File: src/rtl/mem_lsu_pipelined.sv
// Pipelined in-order load/store unit: up to DEPTH outstanding SRAM-bus requests, with in-order retirement to WB.
// Define LSU_ADDR_EXC_EN to enable the misaligned-address exception and the exc_* ports.
module mem_lsu_pipelined #(
  parameter int          DEPTH      = 2,
  parameter int          REG_ADDR_W = 5,
  parameter logic [31:0] PHYS_MASK  = 32'h1FFF_FFFF,
  localparam int         CNT_W      = $clog2(DEPTH + 1)
) (
  input  logic                  clk,
  input  logic                  resetn,
  input  logic                  issue_valid,
  output logic                  issue_ready,
  input  logic [2:0]            issue_op,
  input  logic [31:0]           issue_addr,
  input  logic [31:0]           issue_wdata,
  input  logic [REG_ADDR_W-1:0] issue_wd,
  input  logic [31:0]           issue_pc,
  output logic                  mem_stall,
  output logic                  data_req,
  output logic                  data_wr,
  output logic [1:0]            data_size,
  output logic [31:0]           data_addr,
  output logic [31:0]           data_wdata,
  input  logic [31:0]           data_rdata,
  input  logic                  data_addr_ok,
  input  logic                  data_data_ok,
  output logic                  wb_valid,
  output logic                  wb_we,
  output logic [REG_ADDR_W-1:0] wb_wd,
  output logic [31:0]           wb_wdata,
  output logic [31:0]           wb_pc,
  output logic [CNT_W-1:0]      outstanding
`ifdef LSU_ADDR_EXC_EN
  ,
  output logic                  exc_valid,
  output logic [4:0]            exc_code,
  output logic [31:0]           exc_badvaddr
`endif
);

  localparam int PTR_W = (DEPTH > 1) ? $clog2(DEPTH) : 1;
  localparam logic [CNT_W-1:0] DEPTH_C  = CNT_W'(DEPTH);
  localparam logic [PTR_W-1:0] LAST_PTR = PTR_W'(DEPTH - 1);

  localparam logic [2:0] OP_LB  = 3'b000;
  localparam logic [2:0] OP_LBU = 3'b001;
  localparam logic [2:0] OP_LH  = 3'b010;
  localparam logic [2:0] OP_LHU = 3'b011;
  localparam logic [2:0] OP_LW  = 3'b100;
  localparam logic [2:0] OP_SB  = 3'b101;
  localparam logic [2:0] OP_SH  = 3'b110;

  logic [2:0]            fifo_op [DEPTH];
  logic [1:0]            fifo_lo [DEPTH];
  logic [REG_ADDR_W-1:0] fifo_wd [DEPTH];
  logic [31:0]           fifo_pc [DEPTH];
  logic [PTR_W-1:0]      wr_ptr, rd_ptr;
  logic [CNT_W-1:0]      count;

  logic       is_store, misal, push, pop;
  logic [2:0] h_op;
  logic [1:0] h_lo;
  logic [7:0] ld_byte;
  logic [15:0] ld_half;

  always_comb begin
    is_store = (issue_op == OP_SB) || (issue_op == OP_SH) || (issue_op == 3'b111);
    case (issue_op)
      OP_LB, OP_LBU, OP_SB: data_size = 2'b00;
      OP_LH, OP_LHU, OP_SH: data_size = 2'b01;
      default:              data_size = 2'b10;
    endcase
    case (data_size)
      2'b00:   data_wdata = {4{issue_wdata[7:0]}};
      2'b01:   data_wdata = {2{issue_wdata[15:0]}};
      default: data_wdata = issue_wdata;
    endcase
`ifdef LSU_ADDR_EXC_EN
    misal = issue_valid && (((data_size == 2'b01) && issue_addr[0]) ||
                            ((data_size == 2'b10) && (issue_addr[1:0] != 2'b00)));
`else
    misal = 1'b0;
`endif
    data_addr = issue_addr & PHYS_MASK;
    data_wr   = is_store;
    // A full FIFO blocks new requests even when a pop lands in the same cycle.
    data_req  = issue_valid && (count != DEPTH_C) && !misal;
    push      = data_req && data_addr_ok;
    pop       = data_data_ok && (count != '0);
`ifdef LSU_ADDR_EXC_EN
    exc_valid    = misal && (count == '0);
    exc_code     = exc_valid ? (is_store ? 5'd5 : 5'd4) : 5'd0;
    exc_badvaddr = exc_valid ? issue_addr : 32'h0;
    issue_ready  = push || exc_valid;
`else
    issue_ready  = push;
`endif
    mem_stall   = issue_valid && !issue_ready;
    outstanding = count;
  end

  always_comb begin
    h_op = fifo_op[rd_ptr];
    h_lo = fifo_lo[rd_ptr];
    case (h_lo)
      2'b00:   ld_byte = data_rdata[7:0];
      2'b01:   ld_byte = data_rdata[15:8];
      2'b10:   ld_byte = data_rdata[23:16];
      default: ld_byte = data_rdata[31:24];
    endcase
    ld_half  = h_lo[1] ? data_rdata[31:16] : data_rdata[15:0];
    wb_valid = pop;
    wb_we    = pop && (h_op <= OP_LW);
    wb_wd    = pop ? fifo_wd[rd_ptr] : '0;
    wb_pc    = pop ? fifo_pc[rd_ptr] : 32'h0;
    wb_wdata = 32'h0;
    if (pop) begin
      case (h_op)
        OP_LB:   wb_wdata = {{24{ld_byte[7]}}, ld_byte};
        OP_LBU:  wb_wdata = {24'h0, ld_byte};
        OP_LH:   wb_wdata = {{16{ld_half[15]}}, ld_half};
        OP_LHU:  wb_wdata = {16'h0, ld_half};
        OP_LW:   wb_wdata = data_rdata;
        default: wb_wdata = 32'h0;
      endcase
    end
  end

  always_ff @(posedge clk or negedge resetn) begin
    if (!resetn) begin
      wr_ptr <= '0;
      rd_ptr <= '0;
      count  <= '0;
      for (int i = 0; i < DEPTH; i++) begin
        fifo_op[i] <= '0;
        fifo_lo[i] <= '0;
        fifo_wd[i] <= '0;
        fifo_pc[i] <= '0;
      end
    end else begin
      if (push) begin
        fifo_op[wr_ptr] <= issue_op;
        fifo_lo[wr_ptr] <= issue_addr[1:0];
        fifo_wd[wr_ptr] <= issue_wd;
        fifo_pc[wr_ptr] <= issue_pc;
        wr_ptr <= (wr_ptr == LAST_PTR) ? '0 : wr_ptr + 1'b1;
      end
      if (pop) rd_ptr <= (rd_ptr == LAST_PTR) ? '0 : rd_ptr + 1'b1;
      case ({push, pop})
        2'b10:   count <= count + 1'b1;
        2'b01:   count <= count - 1'b1;
        default: count <= count;
      endcase
    end
  end

endmodule

File: config.mk
export PLATFORM = sky130hd
export DESIGN_NAME = mem_lsu_pipelined
export DESIGN_NICKNAME = d
export VERILOG_FILES = /design/src/rtl/mem_lsu_pipelined.sv
export SDC_FILE = /design/constraint.sdc
export NUM_CORES = 1
export LEC_CHECK = 0
export ABC_AREA = 1
export BUFFER_PORTS_ARGS = -buffer_cell sky130_fd_sc_hd__buf_2
export CAP_MARGIN = 20
export CORE_MARGIN = 2
export CORE_UTILIZATION = 35
export CTS_CLUSTER_SIZE = 25
export DETAILED_ROUTE_END_ITERATION = 16
export GPL_TIMING_DRIVEN = 0
export PLACE_DENSITY = 0.69
export SYNTH_ARGS = -nofsm -noshare
export SYNTH_HDL_FRONTEND = slang
export SYNTH_SLANG_ARGS = --single-unit
File: constraint.sdc
create_clock -name clk -period 2.7 [get_ports clk]
set_input_delay 0.54 -clock clk [delete_from_list [all_inputs] [get_ports clk]]
set_output_delay 0.54 -clock clk [all_outputs]
set_load 0.1 [all_outputs]
==> results.tsv, run 1 <==
stage	metric	value	unit
placed_design	place_area	8190	um^2
sta	slew_violations	0	
cells_and_area	final_area	9380	um^2
placed_design	dp_slack	-0.498	ns
clock_tree	clk_path_buf_depth	2	
outcome	status	complete, no violations	
logic_synthesis	syn_inst	965	
drt	first_pass_iters	5	
sta	finalCritPeriodShare	0.997	
floorplan	rows	49	
clock_tree	path_clk_slew	0.06	ns
floorplan	die_y	139	um
clock_tree	cts_tree	built	
floorplan	io_pins	284	
logic_synthesis	synth_area	6340	um^2
floorplan	start_util	0.355	
critical_path	cp_max_fo	8	
logic_synthesis	ys_seq_area_frac	0.347	
logic_synthesis	ys_ff_latch	88	
sta	max-slew-margin-rel	0.588	
placed_design	gp_congestion	0.907	
sta	hold_viol_final	0	
cells_and_area	fin_cells	1480	
critical_path	arrival	2.15	ns
flow_run	cap_viol_max_count	0	
drt	drc	0	
cells_and_area	drive_gt1_frac	0.373	
hold_path	hp-class	in -> async	
logic_synthesis	synth_async_sr_flop_share	1.00	
critical_path	cp-end-kind	output pin	
critical_path	cp-start-kind	register	
drt	vias	6984	
logic_synthesis	synthFlopType	dfrtp_1	
cells_and_area	synthToLayoutAreaGrowth	47.9	%
sta	fin_crit	2.69	ns
sta	setup_viol	0	
logic_synthesis	synth_edf_count	0	
sta	worst_pin_slew	0.619	ns
placed_design	dp_hpwl	15300	um
global_route	grt_pass1_vias	6571	
drt	wl_per_cell	14.3	um
cells_and_area	antenna_cells	0	
global_route	antenna_found_initial	1	
drt	drtAntennaViolNets	0	
drt	drtIter0Drc	499	
floorplan	coreArea	17800	um^2
sta	clock.fmax	372	MHz
global_route	grt_pass1_wl	33200	um
drt	vias_per_cell	4.72	
critical_path	critical_path_class	reg -> out	
placed_design	placed_cells	1447	
global_route	grt_max_degree	51	
clock_tree	cts-root-buf	clkbuf_16	
cells_and_area	nets	1388	
sta	finalWorstSetupSlack	0.00867	ns
critical_path	required	2.16	ns
floorplan	dieArea	19200	um^2
sta	finClkSkew	0.00950	ns
placed_design	port_buffers	250	
drt	routed_wl	21200	um
logic_synthesis	syn_area_per_cell	6.57	um^2
global_route	overflow	0	
sta	rsz0062_at_grt	true	
clock_tree	cts_buffers	9	
global_route	grt_usage	0.208	
logic_synthesis	yosys_warnings	0	
floorplan	die_w	139	um
sta	setup_tns	0	ns
logic_synthesis	yosysUniqueCellTypes	31	
clock_tree	clock_latency	0.34	ns
clock_tree	cts_sinks	88	
clock_tree	htree_levels	3	
==> registers in the layout, indices dropped and copies added (netlist names) <==
| signal | flops |
|---|---|
| fifo_pc | 64 |
| fifo_wd | 10 |
| fifo_op | 6 |
| fifo_lo | 4 |
| outstanding | 2 |
| rd_ptr | 1 |
| wr_ptr | 1 |
==> logic make-up (layout without fill, tap and decap cells) <==
kind of cell               Yosys count  count (layout)  synth area share
other                                1               3          0.000591
buffers and inverters              252             536             0.193
DFF                                 88              88             0.347
and+or+nand+nor                    469             469             0.309
AOI/OAI and AO/OA                  151             151             0.144
xor gates and xnor gates             3               3           0.00414
adders and majority gates            1               1           0.00197
==> worst max-delay path: stages (launching register included) <==
cell and delay [ns]:
dfrtp_1 0.39, buf_6 0.15, clkinv_8 0.07, nand2_4 0.05
nand2_4 0.09, buf_8 0.14, nand2_4 0.06, nor2_4 0.11
nand3_4 0.10, buf_6 0.15, buf_16 0.14, a21oi_4 0.15
buf_12 0.20
==> synth_stat cells, types with 2 or more instances <==
library cell	number	share of area
o22ai_1	8	0.0079
clkbuf_1	14	0.0083
buf_1	6	0.0036
buf_2	17	0.013
nor2_4	3	0.0053
nand3_4	2	0.0055
nand2_2	10	0.0099
nand2_1	333	0.20
nand3_1	41	0.032
buf_4	41	0.049
nand2_4	3	0.0053
dfrtp_1	88	0.35
nand4_1	11	0.011
a21oi_1	15	0.012
xnor2_1	2	0.0028
inv_2	3	0.0018
buf_6	13	0.023
o21ai_2	14	0.019
o21ai_0	60	0.047
nor2_1	64	0.038
a21oi_2	20	0.028
o21ai_1	32	0.025
inv_1	157	0.093
==> stage by stage <==
step,hold WS (ns),utilization
2_1_floorplan,0.244,-
3_3_place_gp,0.464,0.458
3_5_place_dp,0.469,0.459
4_1_cts,0.202,0.511
5_1_grt,0.223,0.526
6_report,0.185,0.526
==> repair_timing <==
item	4_1_cts	5_1_grt
resized for setup	146	77
endpoints found under the setup margin	79	79
setup buffers	10	6
pin swaps	9	21
hold buffers	0	0
gates cloned	1	1
==> final timing paths <==
check | from | cells past startpoint | end | slack [ns]
setup / recovery | rd_ptr | 12 | wb_wdata[21] | 0.009
hold / removal | resetn | 1 | fifo_pc[19] | 0.19
setup reg to reg | outstanding[0] | 7 | outstanding[1] | 0.96
hold reg to reg | fifo_pc[48] | 2 | fifo_pc[48] | 0.48
max in group asynchronous | resetn | 2 | fifo_wd[4] | 1.89
min in group clk | issue_pc[30] | 3 | fifo_pc[62] | 0.46
==> cell usage in the layout, fill, tap and decap left out, types with 4 or more instances in the layout <==
| cell type | instances |
|---|---|
| nand4_1 | 11 |
| nor2_1 | 60 |
| dfrtp_1 | 86 |
| a21oi_2 | 9 |
| nand2_1 | 318 |
| buf_8 | 6 |
| nand2_2 | 20 |
| nand3_1 | 40 |
| clkbuf_2 | 6 |
| nand2_4 | 8 |
| nor2_4 | 4 |
| buf_12 | 27 |
| a21oi_4 | 25 |
| inv_1 | 154 |
| buf_6 | 19 |
| o21ai_0 | 45 |
| o21ai_2 | 13 |
| buf_4 | 74 |
| o21ai_1 | 45 |
| clkbuf_16 | 9 |
| buf_2 | 189 |
| o21ai_4 | 4 |
| clkbuf_4 | 29 |
| o22ai_1 | 8 |
| clkbuf_1 | 8 |
==> layer usage <==
layer	up-vias	routed length, um	GRT usage
li1	3450	-	-
met1	3222	9530	0.286
met2	275	10000	0.348
met3	35	1310	0.0349
met4	2	339	0.0457
met5	-	7	0
==> area by class of cell <==
cell class	count	area [um^2]
flip-flops and latches	88	2200
plain buffers	90	657
repair buffers	269	2020
clock buffers	10	229
clock inverters	6	92.6
inverters	161	628
fillers	1713	8460
well taps	229	287
multi-input cells	627	3270
Power of run 1 is left out: the tool's default activity adds up to more than one toggle a clock period on the data nets, which glitch-free logic cannot reach.
==> run 2: changes to the inputs <==
BUFFER_PORTS_ARGS = default   (was -buffer_cell sky130_fd_sc_hd__buf_2)
DONT_BUFFER_PORTS = 1   (was default)
PLACE_DENSITY = 0.46   (was 0.69)
==> results.tsv, run 2 (same netlist as run 1, synthesis figures left out) <==
stage	metric	value	unit	change
floorplan	io_pins	284		unchanged
placed_design	dp_hpwl	14600	um	-4.8%
drt	drc	0		unchanged
cells_and_area	final_area	8440	um^2	-10%
global_route	grt_usage	0.205		-0.00341
hold_path	hp-class	in -> async		
cells_and_area	largest_register_ffs	64		unchanged
critical_path	worstReg2RegEnd	fifo_pc[59]		
drt	vias	5935		-15%
drt	wl_per_cell	16.2	um	+13%
cells_and_area	post-route-util	0.473		-0.0529
outcome	violations	setup timing		
sta	finalCritPeriodShare	1.06		+0.0611
floorplan	die_w	139	um	unchanged
critical_path	cp-start-kind	register		
floorplan	rows	49		unchanged
sta	setup_viol	31		+31
floorplan	coreArea	17800	um^2	unchanged
critical_path	cp-end-kind	output pin		
clock_tree	htree_levels	3		unchanged
cells_and_area	top_register	fifo_pc		
cells_and_area	antenna_cells	0		unchanged
outcome	status	finished with violations		
floorplan	start_util	0.355		unchanged
floorplan	dieArea	19200	um^2	unchanged
drt	first_pass_iters	5		unchanged
clock_tree	clock_latency	0.35	ns	about the same
cells_and_area	synthToLayoutAreaGrowth	33.0	%	
cells_and_area	drive_gt1_frac	0.317		-0.0560
global_route	grt_pass1_wl	31800	um	-4.3%
sta	hold_viol_final	0		unchanged
cells_and_area	layout_commonest_cell	nand2_1		
critical_path	regToRegSetupSlack	0.13	ns	-0.83 ns
critical_path	r2r_cells	7		unchanged
flow_run	cap_viol_max_count	0		unchanged
clock_tree	cts_buffers	9		unchanged
drt	routed_wl	20200	um	-4.7%
sta	rsz0062_at_grt	true		
sta	max-slew-margin-rel	0.263		-0.325
cells_and_area	reg_top3	fifo_pc x64, fifo_wd x10, fifo_op x6		
critical_path	cp_max_fo	8		unchanged
global_route	antenna_found_initial	0		-1
clock_tree	clk_path_buf_depth	2		unchanged
placed_design	port_buffers	0		-100%
sta	worst_pin_slew	1.11	ns	+0.487 ns
cells_and_area	layout_common_cells	nand2_1, inv_1, dfrtp_1		
sta	finalWorstSetupSlack	-0.156	ns	-0.165 ns
critical_path	arrival	2.32	ns	+0.17 ns
critical_path	required	2.16	ns	about the same
sta	slew_violations	0		unchanged
global_route	grt_max_degree	89		+75%
global_route	grt_pass1_vias	5737		-13%
sta	finClkSkew	0.00608	ns	-0.00342 ns
placed_design	gp_congestion	0.816		-10%
clock_tree	path_clk_slew	0.07	ns	about the same
placed_design	place_area	7200	um^2	-12%
clock_tree	cts_tree	built		
floorplan	die_y	139	um	unchanged
drt	drtAntennaViolNets	0		unchanged
critical_path	r2r_start	outstanding[0]		
global_route	overflow	0		unchanged
drt	vias_per_cell	4.75		+0.62%
clock_tree	cts_sinks	88		unchanged
sta	fin_crit	2.86	ns	+0.165 ns
critical_path	critical_path_class	reg -> out		
clock_tree	cts-root-buf	clkbuf_16		
drt	drtIter0Drc	311		-38%
cells_and_area	nets	1158		-17%
sta	clock.fmax	350	MHz	-5.8%
[run 2: changes by cell type in the layout (fill, tap and decap cells not counted), sizes merged]
cell	previous run	this run
buf	317	111
clkbuf	52	28
clkinvlp	3	38
inv	161	126
[run 2: what timing repair did]
| item | in CTS | in global routing |
|---|---|---|
| gates resized for setup | 146 | 48 |
| buffers inserted | 23 | 3 |
| hold endpoints to repair | 88 | 0 |
| cloned | 1 | 1 |
| pin swaps | 38 | 22 |
| setup endpoints to repair | 140 | 94 |
| hold buffers | 1 | 0 |
[run 2: how the worst max path moves through the flow]
stage                start  slack [ns]             end
2_1_floorplan  issue_op[0]       -0.41  data_wdata[16]
3_3_place_gp   issue_op[1]       -0.76  data_wdata[21]
3_5_place_dp   issue_op[2]       -0.60  data_wdata[29]
4_1_cts             rd_ptr       -0.18     wb_wdata[4]
5_1_grt             rd_ptr       -0.24    wb_wdata[24]
6_report            rd_ptr       -0.16    wb_wdata[23]
[run 2: routing by layer]
layer,track usage,vias to the layer above,routed length (um)
li1,-,3002,-
met1,0.285,2734,9340
met2,0.330,184,9570
met3,0.0487,15,1130
met4,0.0377,0,195
met5,0,-,0
[run 2: cell type report]
type | count | area (um^2)
clock inverters | 6 | 90.1
repair buffers | 38 | 503
well taps | 229 | 287
plain buffers | 91 | 766
flip-flops and latches | 88 | 2210
clock buffers | 10 | 239
fillers | 1925 | 9400
multi-input cells | 627 | 3580
inverters | 161 | 763
[run 2: metrics by stage]
| step | setup slack (ns) | hold WS (ns) | TNS (ns) | instances |
|---|---|---|---|---|
| 3_5_place_dp | -0.601 | 0.247 | -31.01 | 1205 |
| 2_1_floorplan | -0.411 | 0.244 | -6.00 | 967 |
| 5_1_grt | -0.237 | 0.109 | -7.47 | 1250 |
| 4_1_cts | -0.176 | 0.111 | -4.57 | 1246 |
| 3_3_place_gp | -0.756 | 0.247 | -41.35 | 1196 |
| 6_report | -0.156 | 0.0948 | -3.87 | 1250 |
[run 2: worst max-delay path, stage by stage, from the launching register on]
cell	delay, ns
dfrtp_1	0.37
buf_6	0.16
inv_8	0.06
nand2_4	0.06
nand2_4	0.06
buf_12	0.13
nor2_8	0.13
nand2_4	0.06
nor2_4	0.13
buf_6	0.14
nor2_1	0.07
a21oi_4	0.58
Power of run 2 is left out for the same reason.
